## config.mk

```make
export PLATFORM = sky130hd
export DESIGN_NAME = sentinel_wb_arbiter_flat
export DESIGN_NICKNAME = d
export VERILOG_FILES = /design/src/rtl/sentinel_wb_pkg.sv /design/src/rtl/sentinel_wb_arbiter_if.sv /design/src/rtl/sentinel_wb_watchdog.sv /design/src/rtl/sentinel_wb_arbiter.sv /design/src/flat_wrapper.sv
export SDC_FILE = /design/constraint.sdc
export NUM_CORES = 1
export LEC_CHECK = 0
export BUFFER_PORTS_ARGS = -buffer_cell sky130_fd_sc_hd__buf_4
export CORE_AREA = 3 3 121 123
export DETAILED_ROUTE_END_ITERATION = 8
export DIE_AREA = 0 0 124 126
export SETUP_SLACK_MARGIN = 0.15
export SLEW_MARGIN = 40
export SYNTH_ARGS = -nofsm -noshare
export SYNTH_HDL_FRONTEND = slang
export SYNTH_SLANG_ARGS = --single-unit
```

## constraint.sdc

```tcl
create_clock -name clk -period 1.5 [get_ports clk]
set_clock_uncertainty 0.15 [all_clocks]
set_input_delay 0.15 -clock clk [delete_from_list [all_inputs] [get_ports clk]]
set_output_delay 0.15 -clock clk [all_outputs]
set_load 0.05 [all_outputs]
```

## src/rtl/sentinel_wb_pkg.sv

```systemverilog
// Shared types and bus widths for the Sentinel Wishbone arbiter slice.
package sentinel_wb_pkg;

  localparam int WB_ADR_W = 30;
  localparam int WB_DAT_W = 32;
  localparam int WB_SEL_W = 4;

  typedef enum logic [1:0] {
    IDLE  = 2'd0,
    BUSY  = 2'd1,
    ABORT = 2'd2
  } arb_state_e;

  function automatic logic [1:0] grant_of(input logic owner);
    return owner ? 2'b10 : 2'b01;
  endfunction

endpackage

```

## src/rtl/sentinel_wb_arbiter_if.sv

```systemverilog
// Wishbone classic link; master drives the request, slave returns data and termination.
interface sentinel_wb_arbiter_if;
  import sentinel_wb_pkg::*;

  logic                cyc;
  logic                stb;
  logic                we;
  logic [WB_ADR_W-1:0] adr;
  logic [WB_SEL_W-1:0] sel;
  logic [WB_DAT_W-1:0] dat_w;
  logic [WB_DAT_W-1:0] dat_r;
  logic                ack;
  logic                err;

  modport master (output cyc, stb, we, adr, sel, dat_w, input dat_r, ack, err);
  modport slave  (input cyc, stb, we, adr, sel, dat_w, output dat_r, ack, err);

endinterface

```

## src/rtl/sentinel_wb_watchdog.sv

```systemverilog
// Wait-state counter: counts slave cycles without ack and flags the last allowed one.
module sentinel_wb_watchdog #(
  parameter int TIMEOUT = 8
) (
  input  logic clk,
  input  logic rst_n,
  input  logic run,
  input  logic clr,
  output logic expire
);

  localparam int TW = $clog2(TIMEOUT + 1);
  localparam logic [TW-1:0] CNT_LAST = TW'(TIMEOUT - 1);

  logic [TW-1:0] cnt_reg;

  // Saturates at CNT_LAST so a held cycle can never wrap back to a safe count.
  always_ff @(posedge clk or negedge rst_n) begin
    if (!rst_n) begin
      cnt_reg <= '0;
    end else if (clr) begin
      cnt_reg <= '0;
    end else if (run && (cnt_reg != CNT_LAST)) begin
      cnt_reg <= cnt_reg + 1'b1;
    end
  end

  assign expire = run && (cnt_reg == CNT_LAST);

endmodule

```

## src/rtl/sentinel_wb_arbiter.sv

```systemverilog
// Two-master round-robin Wishbone arbiter with a bus watchdog that aborts stuck slave cycles.
module sentinel_wb_arbiter
  import sentinel_wb_pkg::*;
#(
  parameter int TIMEOUT = 8
) (
  input  logic                        clk,
  input  logic                        rst_n,
  sentinel_wb_arbiter_if.slave        m0,
  sentinel_wb_arbiter_if.slave        m1,
  sentinel_wb_arbiter_if.master       s,
  output logic [1:0]                  grant,
  output logic                        timeout_pulse
);

  arb_state_e state_reg, state_next;
  logic       owner_reg, owner_next;
  logic       last_reg, last_next;
  logic       abort_first_reg;
  logic       owner_cyc;
  logic       busy;
  logic       expire;
  logic       wd_run;
  logic       wd_clr;

  assign owner_cyc = owner_reg ? m1.cyc : m0.cyc;
  assign busy      = (state_reg == BUSY);
  assign wd_run    = s.cyc & ~s.ack;
  assign wd_clr    = s.ack | ~busy;

  sentinel_wb_watchdog #(.TIMEOUT(TIMEOUT)) u_watchdog (
    .clk    (clk),
    .rst_n  (rst_n),
    .run    (wd_run),
    .clr    (wd_clr),
    .expire (expire)
  );

  // last starts at 1 so master 0 wins the first tie after reset.
  always_ff @(posedge clk or negedge rst_n) begin
    if (!rst_n) begin
      state_reg       <= IDLE;
      owner_reg       <= 1'b0;
      last_reg        <= 1'b1;
      abort_first_reg <= 1'b0;
    end else begin
      state_reg       <= state_next;
      owner_reg       <= owner_next;
      last_reg        <= last_next;
      abort_first_reg <= busy && (state_next == ABORT);
    end
  end

  always_comb begin
    state_next = state_reg;
    owner_next = owner_reg;
    last_next  = last_reg;
    case (state_reg)
      IDLE: begin
        if (m0.cyc || m1.cyc) begin
          state_next = BUSY;
          owner_next = (m0.cyc && m1.cyc) ? ~last_reg : m1.cyc;
        end
      end
      BUSY: begin
        if (!owner_cyc) begin
          state_next = IDLE;
          last_next  = owner_reg;
        end else if (expire) begin
          state_next = ABORT;
        end
      end
      ABORT: begin
        if (!owner_cyc) begin
          state_next = IDLE;
          last_next  = owner_reg;
        end
      end
      default: state_next = IDLE;
    endcase
  end

  // The slave only sees the owner while BUSY; ABORT keeps the grant but releases the bus.
  always_comb begin
    s.cyc         = 1'b0;
    s.stb         = 1'b0;
    s.we          = 1'b0;
    s.adr         = '0;
    s.sel         = '0;
    s.dat_w       = '0;
    m0.ack        = 1'b0;
    m0.err        = 1'b0;
    m0.dat_r      = '0;
    m1.ack        = 1'b0;
    m1.err        = 1'b0;
    m1.dat_r      = '0;
    grant         = 2'b00;
    timeout_pulse = abort_first_reg;
    if (state_reg != IDLE) begin
      grant = grant_of(owner_reg);
    end
    if (busy) begin
      if (owner_reg) begin
        s.cyc    = m1.cyc;
        s.stb    = m1.stb;
        s.we     = m1.we;
        s.adr    = m1.adr;
        s.sel    = m1.sel;
        s.dat_w  = m1.dat_w;
        m1.ack   = m1.cyc & s.ack;
        m1.dat_r = s.dat_r;
      end else begin
        s.cyc    = m0.cyc;
        s.stb    = m0.stb;
        s.we     = m0.we;
        s.adr    = m0.adr;
        s.sel    = m0.sel;
        s.dat_w  = m0.dat_w;
        m0.ack   = m0.cyc & s.ack;
        m0.dat_r = s.dat_r;
      end
    end
    if (abort_first_reg) begin
      if (owner_reg) begin
        m1.err = 1'b1;
      end else begin
        m0.err = 1'b1;
      end
    end
  end

endmodule
```

## src/flat_wrapper.sv

```systemverilog
// flat-port wrapper written by rule: the top's interface ports become plain ports
module sentinel_wb_arbiter_flat import sentinel_wb_pkg::*;
#(
  parameter int TIMEOUT = 8
)
  (clk, rst_n, grant, timeout_pulse, m0_cyc, m0_stb, m0_we, m0_adr, m0_sel, m0_dat_w, m0_dat_r, m0_ack, m0_err, m1_cyc, m1_stb, m1_we, m1_adr, m1_sel, m1_dat_w, m1_dat_r, m1_ack, m1_err, s_cyc, s_stb, s_we, s_adr, s_sel, s_dat_w, s_dat_r, s_ack, s_err);
  sentinel_wb_arbiter_if m0_i ();
  sentinel_wb_arbiter_if m1_i ();
  sentinel_wb_arbiter_if s_i ();
  input  logic clk;
  input  logic rst_n;
  output logic [1:0] grant;
  output logic timeout_pulse;
  input wire logic [$bits(m0_i.cyc)-1:0] m0_cyc;
  input wire logic [$bits(m0_i.stb)-1:0] m0_stb;
  input wire logic [$bits(m0_i.we)-1:0] m0_we;
  input wire logic [$bits(m0_i.adr)-1:0] m0_adr;
  input wire logic [$bits(m0_i.sel)-1:0] m0_sel;
  input wire logic [$bits(m0_i.dat_w)-1:0] m0_dat_w;
  output wire logic [$bits(m0_i.dat_r)-1:0] m0_dat_r;
  output wire logic [$bits(m0_i.ack)-1:0] m0_ack;
  output wire logic [$bits(m0_i.err)-1:0] m0_err;
  input wire logic [$bits(m1_i.cyc)-1:0] m1_cyc;
  input wire logic [$bits(m1_i.stb)-1:0] m1_stb;
  input wire logic [$bits(m1_i.we)-1:0] m1_we;
  input wire logic [$bits(m1_i.adr)-1:0] m1_adr;
  input wire logic [$bits(m1_i.sel)-1:0] m1_sel;
  input wire logic [$bits(m1_i.dat_w)-1:0] m1_dat_w;
  output wire logic [$bits(m1_i.dat_r)-1:0] m1_dat_r;
  output wire logic [$bits(m1_i.ack)-1:0] m1_ack;
  output wire logic [$bits(m1_i.err)-1:0] m1_err;
  output wire logic [$bits(s_i.cyc)-1:0] s_cyc;
  output wire logic [$bits(s_i.stb)-1:0] s_stb;
  output wire logic [$bits(s_i.we)-1:0] s_we;
  output wire logic [$bits(s_i.adr)-1:0] s_adr;
  output wire logic [$bits(s_i.sel)-1:0] s_sel;
  output wire logic [$bits(s_i.dat_w)-1:0] s_dat_w;
  input wire logic [$bits(s_i.dat_r)-1:0] s_dat_r;
  input wire logic [$bits(s_i.ack)-1:0] s_ack;
  input wire logic [$bits(s_i.err)-1:0] s_err;
  assign m0_i.cyc = m0_cyc;
  assign m0_i.stb = m0_stb;
  assign m0_i.we = m0_we;
  assign m0_i.adr = m0_adr;
  assign m0_i.sel = m0_sel;
  assign m0_i.dat_w = m0_dat_w;
  assign m0_dat_r = m0_i.dat_r;
  assign m0_ack = m0_i.ack;
  assign m0_err = m0_i.err;
  assign m1_i.cyc = m1_cyc;
  assign m1_i.stb = m1_stb;
  assign m1_i.we = m1_we;
  assign m1_i.adr = m1_adr;
  assign m1_i.sel = m1_sel;
  assign m1_i.dat_w = m1_dat_w;
  assign m1_dat_r = m1_i.dat_r;
  assign m1_ack = m1_i.ack;
  assign m1_err = m1_i.err;
  assign s_cyc = s_i.cyc;
  assign s_stb = s_i.stb;
  assign s_we = s_i.we;
  assign s_adr = s_i.adr;
  assign s_sel = s_i.sel;
  assign s_dat_w = s_i.dat_w;
  assign s_i.dat_r = s_dat_r;
  assign s_i.ack = s_ack;
  assign s_i.err = s_err;
  sentinel_wb_arbiter #(.TIMEOUT(TIMEOUT)) u_core (.clk(clk), .rst_n(rst_n), .m0(m0_i), .m1(m1_i), .s(s_i), .grant(grant), .timeout_pulse(timeout_pulse));
endmodule
```

# == Word-level counts from Yosys, hierarchy flattened ==
# Index checks and enable logic that the tools add are counted.
# op_classes
n_addsub,1
eq_ne,5
muxes,34
bitwise,8
reduce_logical,11
# ops
operator,n
32-bit 2-to-1 mux,6
30-bit 2-to-1 mux,2
4-bit 2-to-1 mux,4
1-bit 2-to-1 mux,15
2-bit 2-to-1 mux,6
2-bit one-hot mux with 3 select lines,1
"4-bit by 1-bit adder with 4-bit output, second input constant",1
"2-bit equality test, second input constant",2
"4-bit by 3-bit equality test with 1-bit output, second input constant",1
1-bit logical AND,4
"4-bit by 3-bit inequality test with 1-bit output, second input constant",1
1-bit inverter,4
2-bit AND reduction,2
2-bit nonzero test,2
1-bit bitwise AND,3
"2-bit by 1-bit equality test with 1-bit output, second input constant",1
2-bit zero test,1
2-bit OR reduction,1
1-bit logical OR,1
1-bit bitwise OR,1
# word_totals
register_bits,9
inputBits,174
elab_cells,64

# == Depth between registers and ports, before layout ==
# logic_depth
word_depth,9
ltp_mapped,6
mapped_depth_nobuf,6

# == Modules after synthesis ==
# Synthesis repeated with hierarchy kept, for this count alone.
# hier_totals
hier_cells,292
hier_area_um2,2247.2
# by_module_without_submodules
module,instances,cells_per_inst,area_per_inst_um2,seq_area_each_um2
sentinel_wb_arbiter,1,270,2025.7,126.4
sentinel_wb_watchdog,1,22,221.5,100.1

# == Worst setup path before layout ==
# No wires, ideal clock.
# synth_timing
kind,register to output
from,register u_core.state_reg[1]
to,output s_adr[10]
arrival_ps,1834
t_required_ps,1200
setup_slack_ps,-634
path_stages_with_launch,6
path_buffers,2
cell_sequence,dfrtp_1 > inv_1 > ha_1 > buf_2 > clkbuf_1 > nor2b_1
# synth_between
elab_chain_len,2
# synth_rtl
element,line,source
"start, declared",sentinel_wb_arbiter.sv:16,"arb_state_e state_reg, state_next;"
"start signal, assigned",sentinel_wb_arbiter.sv:47,state_reg <= state_next;
2-bit by 1-bit equality test with 1-bit output,sentinel_wb_arbiter.sv:27,assign busy = (state_reg == BUSY);
30-bit 2-to-1 mux,sentinel_wb_arbiter.sv:102,if (busy) begin
"end, declared",flat_wrapper.sv:35,output wire logic [$bits(s_i.adr)-1:0] s_adr;
# No other way between the ends.

# == Worst setup path in the final report ==
# layout_timing
from,register u_core.owner_reg
to,output m0_ack
# layout_between
elab_chain_len,2
# layout_rtl
element,line,source
"start, declared",sentinel_wb_arbiter.sv:17,"logic owner_reg, owner_next;"
"start signal, assigned",sentinel_wb_arbiter.sv:48,owner_reg <= owner_next;
1-bit 2-to-1 mux,sentinel_wb_arbiter.sv:103,if (owner_reg) begin
1-bit 2-to-1 mux,sentinel_wb_arbiter.sv:102,
"end, declared",flat_wrapper.sv:21,output wire logic [$bits(m0_i.ack)-1:0] m0_ack;
# No other way between the ends.

==> flow_summary_export.csv <==
group,metric,value,unit
outcome,status,"finished with violations",
outcome,violations,"negative setup slack",
synthesis,ys_seq_elements,9,
clock_network,cts_sinks,9,
floorplan,ioPinCount,314,
critical_path,cp.arrival,1.59,ns
timing,setup_viol,147,
synthesis,synth_edf_count,0,
cells_and_area,antennaDiodeCount,0,
global_route,grt_pass1_wl,18800,um
worst_hold_path,min_path_type,"in -> reg",
power_and_ir_drop,p_leak,3.67,nW
floorplan,initial_core_util,16.2,%
timing,final_hold_viol_count,0,
routing,routed_wl,13900,um
clock_network,cts_buffers,3,
timing,finalSetupTns,-48.94,ns
critical_path,crit_type,"reg -> out",
cells_and_area,largest_register_ffs,4,
critical_path,cp_cell_sequence,"buf_8 > nor2b_4 > buf_12 > buf_12 > and3_4 > buf_8",
placement,pre_cts_ws,-0.167,ns
floorplan,die_area,15600,um^2
synthesis,yosys.cell_count.top_type,"nor2b_1",
worst_hold_path,min_from,"m1_cyc",
floorplan,num_rows,43,
synthesis,synthTopCellsByArea,"mux2i_1 (30%), nor2b_1 (20%), and2_1 (9.5%)",
synthesis,syn-num-nets,467,
synthesis,synth_area,2230,um^2
cells_and_area,fill_cells,1113,
clock_network,clock_path_buffers,2,
critical_path,reg2reg_slack,-0.25,ns
routing,drc,0,
synthesis,synthAdderAreaFrac,2.80,%
routing,post_drt_wl_per_cell,17.2,um
timing,slew_viol_final,0,
clock_network,cts.reportedPaths.clkPinSlew,0.04,ns
placement,placed_cells,779,
worst_hold_path,hold_path_depth,2,
routing,drt_iter0_markers,65,
critical_path,r2r-start,"u_core.owner_reg$_DFFE_PN0P_",
synthesis,yosysSeqAreaShare,10.1,%
power_and_ir_drop,powerDensity,2310,nW/um^2
routing,routed_via_density,4.37,
floorplan,die_y,126,um
synthesis,synth-xor-area-share,0.785,%
global_route,grt_pass1_vias,3724,
placement,gp_congestion,0.783,
global_route,grt_max_degree,38,
placement,hpwl,9810,um
critical_path,cp_slowest_cell,"dfrtp_4",
cells_and_area,drive_above_1_share,93.8,%
synthesis,yosys_warnings,0,
routing,final_antenna_net_count,0,
cells_and_area,syn_to_final_growth,249,%
synthesis,synthMuxAreaShare,31.7,%
synthesis,synth_top_family_by_area,"simple AND/OR/NAND/NOR gates",
floorplan,core,13800,um^2
global_route,antenna_found_initial,0,
worst_hold_path,holdPathEnd,"u_core.owner_reg$_DFFE_PN0P_",
timing,period_share,126,%
clock_network,clock_latency,0.24,ns
critical_path,r2r-end,"u_core.u_watchdog.cnt_reg[3]$_DFFE_PN0P_",
cells_and_area,final_cells,812,
critical_path,cp_num_buf_inv,4,
synthesis,synth_top_area_share,30.5,%
synthesis,syn_avg_cell_area,7.75,um^2
timing,tightest_slew,0.255,ns
timing,fmax,529,MHz
placement,io_buffer_count,312,
power_and_ir_drop,vdd_drop_max,1380,uV
critical_path,worst-path-max-fanout,9,
synthesis,synth_area_leader_cell,"mux2i_1",
synthesis,synth_compound_area_share,2.52,%
synthesis,synth_cell_types,33,
timing,relSlewSlack,82.5,%
critical_path,setup.worst_path.start_class,"flop",
clock_network,cts_root_buf,"clkbuf_16",
cells_and_area,nets,812,
clock_network,cts_tree,"done",
timing,setup_ws,-0.392,ns
synthesis,synthSimpleGateAreaFrac,45.1,%
floorplan,die_x,124,um
synthesis,synthCells,288,
job,maxCapViolCount,0,
synthesis,synthArstFlopShare,100,%
synthesis,yosys-top-cells-count,"nor2b_1 (72), mux2i_1 (68), and2_1 (34), and3_1 (34), clkbuf_1 (14)",
critical_path,cpPeakStageDelay,0.49,ns
critical_path,rr_worst_depth,7,
global_route,grt_overflow,0,
timing,min_period,1.89,ns
routing,dr.pass1.iters,6,
routing,via_count,3552,
critical_path,worstPathRequired,1.20,ns
clock_network,h-tree-depth,1,
global_route,grtUsageTotal,15.2,%
critical_path,end_kind,"output port",
critical_path,critPathTopFamily,"buffers and inverters",
synthesis,synth_ff_type,"dfrtp_1",
timing,rsz0062_at_grt,"true",
stage by stage:
stage	power, mW	util [%]	hold slack, ns	cell area [um^2]
after floorplan	10.1	-	-0.296	3210
after global routing	18.7	56.5	0.119	7790
after global placement	13.0	42.2	-0.166	5810
after detailed placement	13.1	42.2	-0.162	5810
after CTS	15.7	49.8	0.0910	6850
final	18.0	56.5	0.0920	7790
logic make-up after synthesis:
kind of cell    count (synthesis)
compound gates                  9
flops                           9
simple gates                  163
buf+inv                        30
xor+xnor                        2
fa+ha+maj                       5
mux                            70
layer usage:
metal | global-route usage [%] | vias up | routed length, um | part of all wire, %
met4 | 4.51 | 0 | 272 | 2.0
met3 | 4.04 | 19 | 1440 | 10
met1 | 14.1 | 1652 | 4440 | 32
met2 | 31.1 | 206 | 7780 | 56
met5 | 0 | - | 0 | 0
li1 | - | 1675 | - | -
layout by cell type, fill, tap and decap left out, types with 2 or more instances in the layout:
master,count
a21oi_2,2
a21oi_4,2
and2_4,34
and3_4,33
buf_12,9
buf_16,10
buf_4,188
buf_6,64
buf_8,86
clkbuf_16,12
dfrtp_1,6
ha_1,3
ha_4,2
mux2_4,2
mux2i_1,11
mux2i_2,42
mux2i_4,15
nand2_1,3
nor2_1,2
nor2_4,3
nor2b_4,71
nor3_2,2
report_power, final:
part	switching [mW]	total (mW)	internal, mW
clock network	0.121	0.476	0.356
logic	8.70	17.2	8.47
registers	0.0497	0.369	0.319
total	8.87	18.0	9.14
worst max-delay path by stage:
stage	from	end	slack (ns)	cells past startpoint
after global placement	u_core.state_reg[1]$_DFF_PN0_	m0_ack	-0.15	6
after detailed placement	u_core.state_reg[1]$_DFF_PN0_	m0_ack	-0.17	6
final	u_core.owner_reg$_DFFE_PN0P_	m0_ack	-0.39	6
after floorplan	u_core.state_reg[1]$_DFF_PN0_	s_adr[10]	-0.04	5
after global routing	u_core.state_reg[1]$_DFF_PN0_	m0_dat_r[17]	-0.45	7
after CTS	u_core.owner_reg$_DFFE_PN0P_	s_dat_w[4]	-0.40	4
what timing repair did:
item                                   4_1_cts  5_1_grt
endpoints found under the hold margin        9        0
setup endpoints to repair                  148      148
pin swaps                                   30       20
resized for setup                          194      147
setup buffers                                7        4
hold buffers                                 1        0
gates cloned                                 6       11
layout make-up:
type / instances / area, um^2 / area share (%)
sequential: 9 / 231 / 2.97
timing repair buffer: 367 / 4110 / 52.8
tap: 180 / 225 / 2.89
inverter: 3 / 13.8 / 0.177
clock buffer: 4 / 78.8 / 1.01
multi-input combinational: 249 / 3120 / 40.1
No activity file was read; power rests on OpenSTA's default activity.
